==> src/rtl/multiplier_pkg.sv <==
// Shared types and defaults for the multiplier sequencer.
// Holds the FSM state set and the counter sizing helper.
package multiplier_pkg;

    localparam int XW_DEF      = 12;
    localparam int ZW_DEF      = 2 * XW_DEF;
    localparam int TIMEOUT_DEF = 64;

    // Wide enough for the longest count any state loads, plus one.
    function automatic int cnt_width(input int zw, input int to);
        int m;
        m = (zw + 1 > to) ? zw + 1 : to;
        return $clog2(m + 1);
    endfunction

    localparam int CNT_W_DEF = cnt_width(ZW_DEF, TIMEOUT_DEF);

    typedef enum logic [2:0] {
        IDLE   = 3'd0,
        LOAD   = 3'd1,
        MUL    = 3'd2,
        WAIT   = 3'd3,
        UNLOAD = 3'd4,
        RESULT = 3'd5
    } state_e;

endpackage

==> src/rtl/seq_counter.sv <==
// Loadable down-counter shared by all timed sequencer states.
// last flags the cycle whose decrement brings the count to zero.
module seq_counter #(
    parameter int W = 7
) (
    input  logic         clk,
    input  logic         rst_n,
    input  logic         load,
    input  logic [W-1:0] load_val,
    input  logic         dec,
    output logic [W-1:0] count,
    output logic         last
);

    logic [W-1:0] count_q;
    logic [W-1:0] count_d;

    // Load wins over decrement; the count never wraps below zero.
    always_comb begin
        count_d = count_q;
        if (load) begin
            count_d = load_val;
        end else if (dec && (count_q != '0)) begin
            count_d = count_q - W'(1);
        end
    end

    // Count register, cleared by reset.
    always_ff @(posedge clk or negedge rst_n) begin
        if (!rst_n) begin
            count_q <= '0;
        end else begin
            count_q <= count_d;
        end
    end

    assign count = count_q;
    assign last  = (count_q == W'(1));

endmodule

==> src/rtl/multiplier_sequencer.sv <==
// Host-side sequencer for a bit-serial multiplier: shifts operands out,
// waits for completion with a timeout, then shifts the product back in.
module multiplier_sequencer
    import multiplier_pkg::*;
#(
    parameter int XW      = XW_DEF,
    parameter int ZW      = ZW_DEF,
    parameter int TIMEOUT = TIMEOUT_DEF
) (
    input  logic          clk,
    input  logic          rst,
    input  logic          start,
    input  logic [XW-1:0] op_x,
    input  logic [XW-1:0] op_y,
    output logic          busy,
    output logic [ZW-1:0] result,
    output logic          res_valid,
    output logic          err,
    input  logic          res_ack,
    output logic          x_ser,
    output logic          sx,
    output logic          y_ser,
    output logic          sy,
    output logic          mul,
    input  logic          mul_done,
    output logic          sz,
    input  logic          z_ser
);

    localparam int CW = cnt_width(ZW, TIMEOUT);

    localparam logic [CW-1:0] LOAD_N = CW'(XW);
    localparam logic [CW-1:0] WAIT_N = CW'(TIMEOUT);
    localparam logic [CW-1:0] UNLD_N = CW'(ZW + 1);
    localparam logic [CW-1:0] TWO    = CW'(2);

    state_e        state_q;
    state_e        state_d;
    logic [XW-1:0] x_sh_q;
    logic [XW-1:0] x_sh_d;
    logic [XW-1:0] y_sh_q;
    logic [XW-1:0] y_sh_d;
    logic [ZW-2:0] z_sh_q;
    logic [ZW-2:0] z_sh_d;
    logic [ZW-1:0] result_q;
    logic [ZW-1:0] result_d;
    logic          err_q;
    logic          err_d;
    logic          busy_q;
    logic          busy_d;
    logic          res_valid_q;
    logic          res_valid_d;
    logic          mul_q;
    logic          mul_d;
    logic          sxy_q;
    logic          sxy_d;
    logic          sz_q;
    logic          sz_d;
    logic          x_ser_q;
    logic          x_ser_d;
    logic          y_ser_q;
    logic          y_ser_d;

    logic          cnt_load;
    logic [CW-1:0] cnt_val;
    logic          cnt_dec;
    logic [CW-1:0] cnt_q;
    logic          cnt_last;

    seq_counter #(
        .W (CW)
    ) u_cnt (
        .clk      (clk),
        .rst_n    (rst),
        .load     (cnt_load),
        .load_val (cnt_val),
        .dec      (cnt_dec),
        .count    (cnt_q),
        .last     (cnt_last)
    );

    // Next state and next registered outputs, aligned to the next state.
    always_comb begin
        state_d  = state_q;
        x_sh_d   = x_sh_q;
        y_sh_d   = y_sh_q;
        z_sh_d   = z_sh_q;
        result_d = result_q;
        err_d    = err_q;
        mul_d    = 1'b0;
        sxy_d    = 1'b0;
        sz_d     = 1'b0;
        x_ser_d  = 1'b0;
        y_ser_d  = 1'b0;
        cnt_load = 1'b0;
        cnt_val  = '0;
        cnt_dec  = 1'b0;

        unique case (state_q)
            IDLE: begin
                if (start) begin
                    state_d  = LOAD;
                    cnt_load = 1'b1;
                    cnt_val  = LOAD_N;
                    sxy_d    = 1'b1;
                    x_ser_d  = op_x[XW-1];
                    y_ser_d  = op_y[XW-1];
                    x_sh_d   = {op_x[XW-2:0], 1'b0};
                    y_sh_d   = {op_y[XW-2:0], 1'b0};
                end
            end
            LOAD: begin
                cnt_dec = 1'b1;
                if (cnt_last) begin
                    state_d = MUL;
                    mul_d   = 1'b1;
                end else begin
                    sxy_d   = 1'b1;
                    x_ser_d = x_sh_q[XW-1];
                    y_ser_d = y_sh_q[XW-1];
                    x_sh_d  = {x_sh_q[XW-2:0], 1'b0};
                    y_sh_d  = {y_sh_q[XW-2:0], 1'b0};
                end
            end
            MUL: begin
                state_d  = WAIT;
                cnt_load = 1'b1;
                cnt_val  = WAIT_N;
            end
            WAIT: begin
                cnt_dec = 1'b1;
                if (mul_done) begin
                    state_d  = UNLOAD;
                    cnt_load = 1'b1;
                    cnt_val  = UNLD_N;
                    sz_d     = 1'b1;
                    z_sh_d   = '0;
                end else if (cnt_last) begin
                    state_d  = RESULT;
                    err_d    = 1'b1;
                    result_d = '0;
                end
            end
            UNLOAD: begin
                cnt_dec = 1'b1;
                // The product lags sz by one cycle, so skip the first.
                if (cnt_q != UNLD_N) begin
                    z_sh_d = {z_sh_q[ZW-3:0], z_ser};
                end
                if (cnt_last) begin
                    state_d  = RESULT;
                    err_d    = 1'b0;
                    result_d = {z_sh_q, z_ser};
                end else begin
                    sz_d = (cnt_q > TWO);
                end
            end
            RESULT: begin
                if (res_ack) begin
                    state_d = IDLE;
                end
            end
            default: begin
                state_d = IDLE;
            end
        endcase

        busy_d      = (state_d != IDLE);
        res_valid_d = (state_d == RESULT);
    end

    // FSM state, shift registers and registered outputs.
    always_ff @(posedge clk or negedge rst) begin
        if (!rst) begin
            state_q     <= IDLE;
            x_sh_q      <= '0;
            y_sh_q      <= '0;
            z_sh_q      <= '0;
            result_q    <= '0;
            err_q       <= 1'b0;
            busy_q      <= 1'b0;
            res_valid_q <= 1'b0;
            mul_q       <= 1'b0;
            sxy_q       <= 1'b0;
            sz_q        <= 1'b0;
            x_ser_q     <= 1'b0;
            y_ser_q     <= 1'b0;
        end else begin
            state_q     <= state_d;
            x_sh_q      <= x_sh_d;
            y_sh_q      <= y_sh_d;
            z_sh_q      <= z_sh_d;
            result_q    <= result_d;
            err_q       <= err_d;
            busy_q      <= busy_d;
            res_valid_q <= res_valid_d;
            mul_q       <= mul_d;
            sxy_q       <= sxy_d;
            sz_q        <= sz_d;
            x_ser_q     <= x_ser_d;
            y_ser_q     <= y_ser_d;
        end
    end

    assign busy      = busy_q;
    assign result    = result_q;
    assign res_valid = res_valid_q;
    assign err       = err_q;
    assign mul       = mul_q;
    assign sx        = sxy_q;
    assign sy        = sxy_q;
    assign sz        = sz_q;
    assign x_ser     = x_ser_q;
    assign y_ser     = y_ser_q;

endmodule

==> config.mk <==
export PLATFORM = sky130hd
export DESIGN_NAME = multiplier_sequencer
export DESIGN_NICKNAME = d
export VERILOG_FILES = /design/src/rtl/multiplier_pkg.sv /design/src/rtl/seq_counter.sv /design/src/rtl/multiplier_sequencer.sv
export SDC_FILE = /design/constraint.sdc
export NUM_CORES = 1
export LEC_CHECK = 0
export ABC_AREA = 1
export CORE_MARGIN = 10
export CORE_UTILIZATION = 35
export DETAILED_ROUTE_END_ITERATION = 8
export GPL_TIMING_DRIVEN = 0
export HOLD_SLACK_MARGIN = 0.15
export SLEW_MARGIN = 40
export SYNTH_ARGS = -nofsm -noshare
export SYNTH_HDL_FRONTEND = slang
export SYNTH_HIERARCHICAL = 1
export SYNTH_SLANG_ARGS = --single-unit
export TNS_END_PERCENT = 20
==> constraint.sdc <==
create_clock -name clk -period 2.2 [get_ports clk]
set_input_delay 0.22 -clock clk [delete_from_list [all_inputs] [get_ports clk]]
set_output_delay 0.22 -clock clk [all_outputs]
set_load 0.005 [all_outputs]
==> key figures <==
Power and ir drop
  – Sequential power share: 33.1%
  – PD cells: 1170 mW/mm2
  – Switching Power: 2.50 mW
  – Clk pwr share: 26.0%
  – Worst VDD drop: 0.000642 V
  – Leakage power: 2.68 nW
  – Combinational Power Share: 40.8%
  – Tot Pwr: 6.43 mW
  – Switching share of power: 38.8%
  – Internal: 3.93 mW

CTS
  – Clock transition at the registers of the reported paths: 0.06 ns
  – Clock Sinks: 87
  – CTS Buffer Depth: 2
  – Clk Latency, worst-skew pair: 0.34 ns
  – CTS tree: yes
  – PostCTS Resize Cnt: 0
  – Clock root cell: clkbuf_16
  – H-tree levels: 3
  – Num CTS Buffers: 9
  – Post-CTS Setup Bufs: 0

Yosys
  – Ys Warns: 6
  – Cell Area, Synth: 0.00430 mm2
  – Ys flop type: dfrtp_1
  – Number of synthesized flops with an enable pin: 0
  – Fraction of registers with async set/reset: 100%
  – Post-synthesis sequential area ratio: 50.7%
  – Yosys cell types: 33
  – Avg Cell Area, Syn: 7.87 um2
  – Synthesis-stage register bit count: 87
  – Post-Syn Instances: 546

Cells and area
  – Area Growth Syn to Fin: 27.4%
  – # diodes: 0
  – Nets@finish: 655
  – Most common cell after layout, fill and taps aside: nand2_1
  – FF+latch area: 0.00218 mm2
  – Share of cells above drive strength 1: 11.3%
  – Finished Cell Area: 0.00548 mm2
  – Multi-input gate area: 0.00171 mm2
  – Filler cells: 1,223
  – Commonest cells after routing, fill and taps aside: nand2_1 (171), dfrtp_1 (87), inv_1 (63)

Detailed routing
  – Antenna-violating nets left: 0
  – Routed vias: 3,611
  – DRT Wirelength: 10.1 mm
  – Drt first pass iters: 4
  – # DRC: 0
  – WL/cell: 13.0 um
  – Vias per inst: 4.67
  – First DRT Iteration DRCs: 218

Worst setup path
  – Crit path kind: reg -> reg
  – CP peak stage delay: 0.40 ns
  – Setup crit end kind: flop
  – CP cell instances: inv_1 > ha_1 > nand2_1 > nor2_1 > buf_2 > buf_1 > nand3_1 > nand2_1
  – Worst Path Arrival: 2.23 ns
  – CP delay by family, top: buffers and inverters
  – WP buf/inv: 3
  – WP data required: 2.48 ns
  – Most used cell, CP: nand2_1
  – CP Launch Type: flop
  – Crit-path slowest cell: dfrtp_1
  – Reg2reg setup slack: 0.25 ns
  – Critical path peak fanout: 10

STA
  – Setup TNS: 0 ns
  – Final worst-path cycle share: 88.7%
  – Final Hold Viols: 0
  – Max frequency: 513 MHz
  – RSZ-0062 raised after global routing: no
  – Tmin final: 1.95 ns
  – Setup violations, final: 0
  – Final Max Slew Viols: 0
  – Worst Skew: 0.00454 ns
  – Worst Slack Setup Final: 0.249 ns

Global route
  – Initial antenna violation count: 0
  – Pin count of the biggest net entering global routing: 56
  – GRT Util Overall: 12.3%
  – Global-route wire length before repair: 17.0 mm
  – Grt ovf: 0
  – Via count of the first global-routing pass: 3,644

Placement
  – Dpl cell area: 0.00513 mm2
  – Placer Congestion: 0.831
  – Buffers on Ports: 62
  – HPWL Detailed: 7.36 mm
  – Pre-CTS setup slack: 0.207 ns

Run
  – Max Cap Viol: 0

Die
  – Die area: 0.0171 mm2
  – Top-level port count: 63
  – Die Wd: 131 um
  – Site row count: 40
  – Core area: 0.0120 mm2
  – Die Y: 131 um
  – Starting density of the core: 35.8%

Status
  – Run status: finished, final reports clean

Worst hold path
  – Hold Crit Class: in -> async
## power by group through the flow
stage          Clock, mW  Sequential, mW  Combinational [mW]
4_1_cts             1.73            2.13                2.66
5_1_grt             1.79            2.18                3.04
3_3_place_gp           0            2.16                2.60
3_5_place_dp           0            2.16                2.64
2_1_floorplan          0            2.13                1.92
6_report            1.67            2.13                2.63
## cell usage after synthesis (2+ instances only)
library cell / n / area share, %
nand2_1: 171 / 15
dfrtp_1: 87 / 51
inv_1: 63 / 5.5
o21ai_0: 48 / 5.6
nand3_1: 41 / 4.8
nor2_1: 40 / 3.5
nand4_1: 26 / 3.8
buf_2: 18 / 2.1
nand2_2: 10 / 1.5
inv_2: 6 / 0.52
buf_4: 4 / 0.70
clkbuf_1: 3 / 0.26
ha_1: 3 / 0.87
o21ai_2: 3 / 0.61
nand2_4: 2 / 0.52
nor2_4: 2 / 0.52
nor3_1: 2 / 0.23
o21ai_1: 2 / 0.23
## per-stage QoR
stage / cells / util [%] / hold slack [ns]
finish: 774 / 45.6 / 0.338
global route: 774 / 45.6 / 0.361
CTS: 774 / 45.6 / 0.340
detailed placement: 757 / 42.8 / 0.135
global placement: 756 / 42.5 / 0.457
floorplan: 547 / - / -0.0756
## worst paths after layout
| kind | cells after the start | start | end |
|---|---|---|---|
| worst min register to register | 2 | err$_DFFE_PN0P_ | err$_DFFE_PN0P_ |
| worst min-delay path | 2 | rst | result[21]$_DFFE_PN0P_ |
| worst max register to register | 8 | u_cnt/count[1]$_DFFE_PN0P_ | result[23]$_DFFE_PN0P_ |
| worst max-delay path | 8 | u_cnt/count[1]$_DFFE_PN0P_ | result[23]$_DFFE_PN0P_ |
| max in group asynchronous | 3 | rst | x_sh_q[5]$_DFFE_PN0P_ |
| min in group clk | 3 | op_x[0] | x_sh_q[1]$_DFFE_PN0P_ |
## final cells by class
| class | instances | area share, % |
|---|---|---|
| Timing Repair Buffer | 64 | 12.0 |
| Tap cell | 147 | 3.36 |
| Buffer | 28 | 2.77 |
| Multi-Input combinational cell | 363 | 31.3 |
| Clock inverter | 6 | 1.67 |
| Clock buffer | 10 | 4.36 |
| Inverter | 69 | 4.73 |
| Sequential cell | 87 | 39.8 |
## cells by family (layout without fill, tap and decap cells)
group / Yosys count / count (layout) / synth area share (%)
buf+inv: 97 / 177 / 9.55
xor+xnor: 2 / 2 / 0.408
flops: 87 / 87 / 50.7
other cells: 1 / 2 / 0.0873
compound gates: 55 / 55 / 6.99
simple gates: 301 / 301 / 31.4
fa+ha+maj: 3 / 3 / 0.873
## sequential cells by signal, summed over array words and instances, names as in the netlist
register,count
busy,1
err,1
mul,1
res_valid,1
result,24
state_q,3
sx,1
sz,1
u_cnt/count,7
x_ser,1
x_sh_q,11
y_ser,1
y_sh_q,11
z_sh_q,23
## routing by layer
| metal | GRT usage, % | routed length [um] | vias to the layer above | part of all wire [%] |
|---|---|---|---|---|
| met2 | 19.4 | 4590 | 81 | 46 |
| met5 | 0 | 0 | - | 0 |
| met4 | 3.92 | 73 | 0 | 0.73 |
| met1 | 15.5 | 4770 | 1656 | 47 |
| met3 | 4.11 | 630 | 5 | 6.3 |
| li1 | - | - | 1869 | - |
## what timing repair did
item	4_1_cts	5_1_grt
endpoints found under the hold margin	87	0
hold buffers	1	0
setup endpoints to repair	0	0
## worst reg2reg max path: stages, from the launching register on
cell	delay, ns
dfrtp_1	0.40
inv_1	0.18
ha_1	0.20
nand2_1	0.06
nor2_1	0.13
buf_2	0.26
buf_1	0.40
nand3_1	0.16
nand2_1	0.11
No activity file was read; power rests on OpenSTA's default activity.
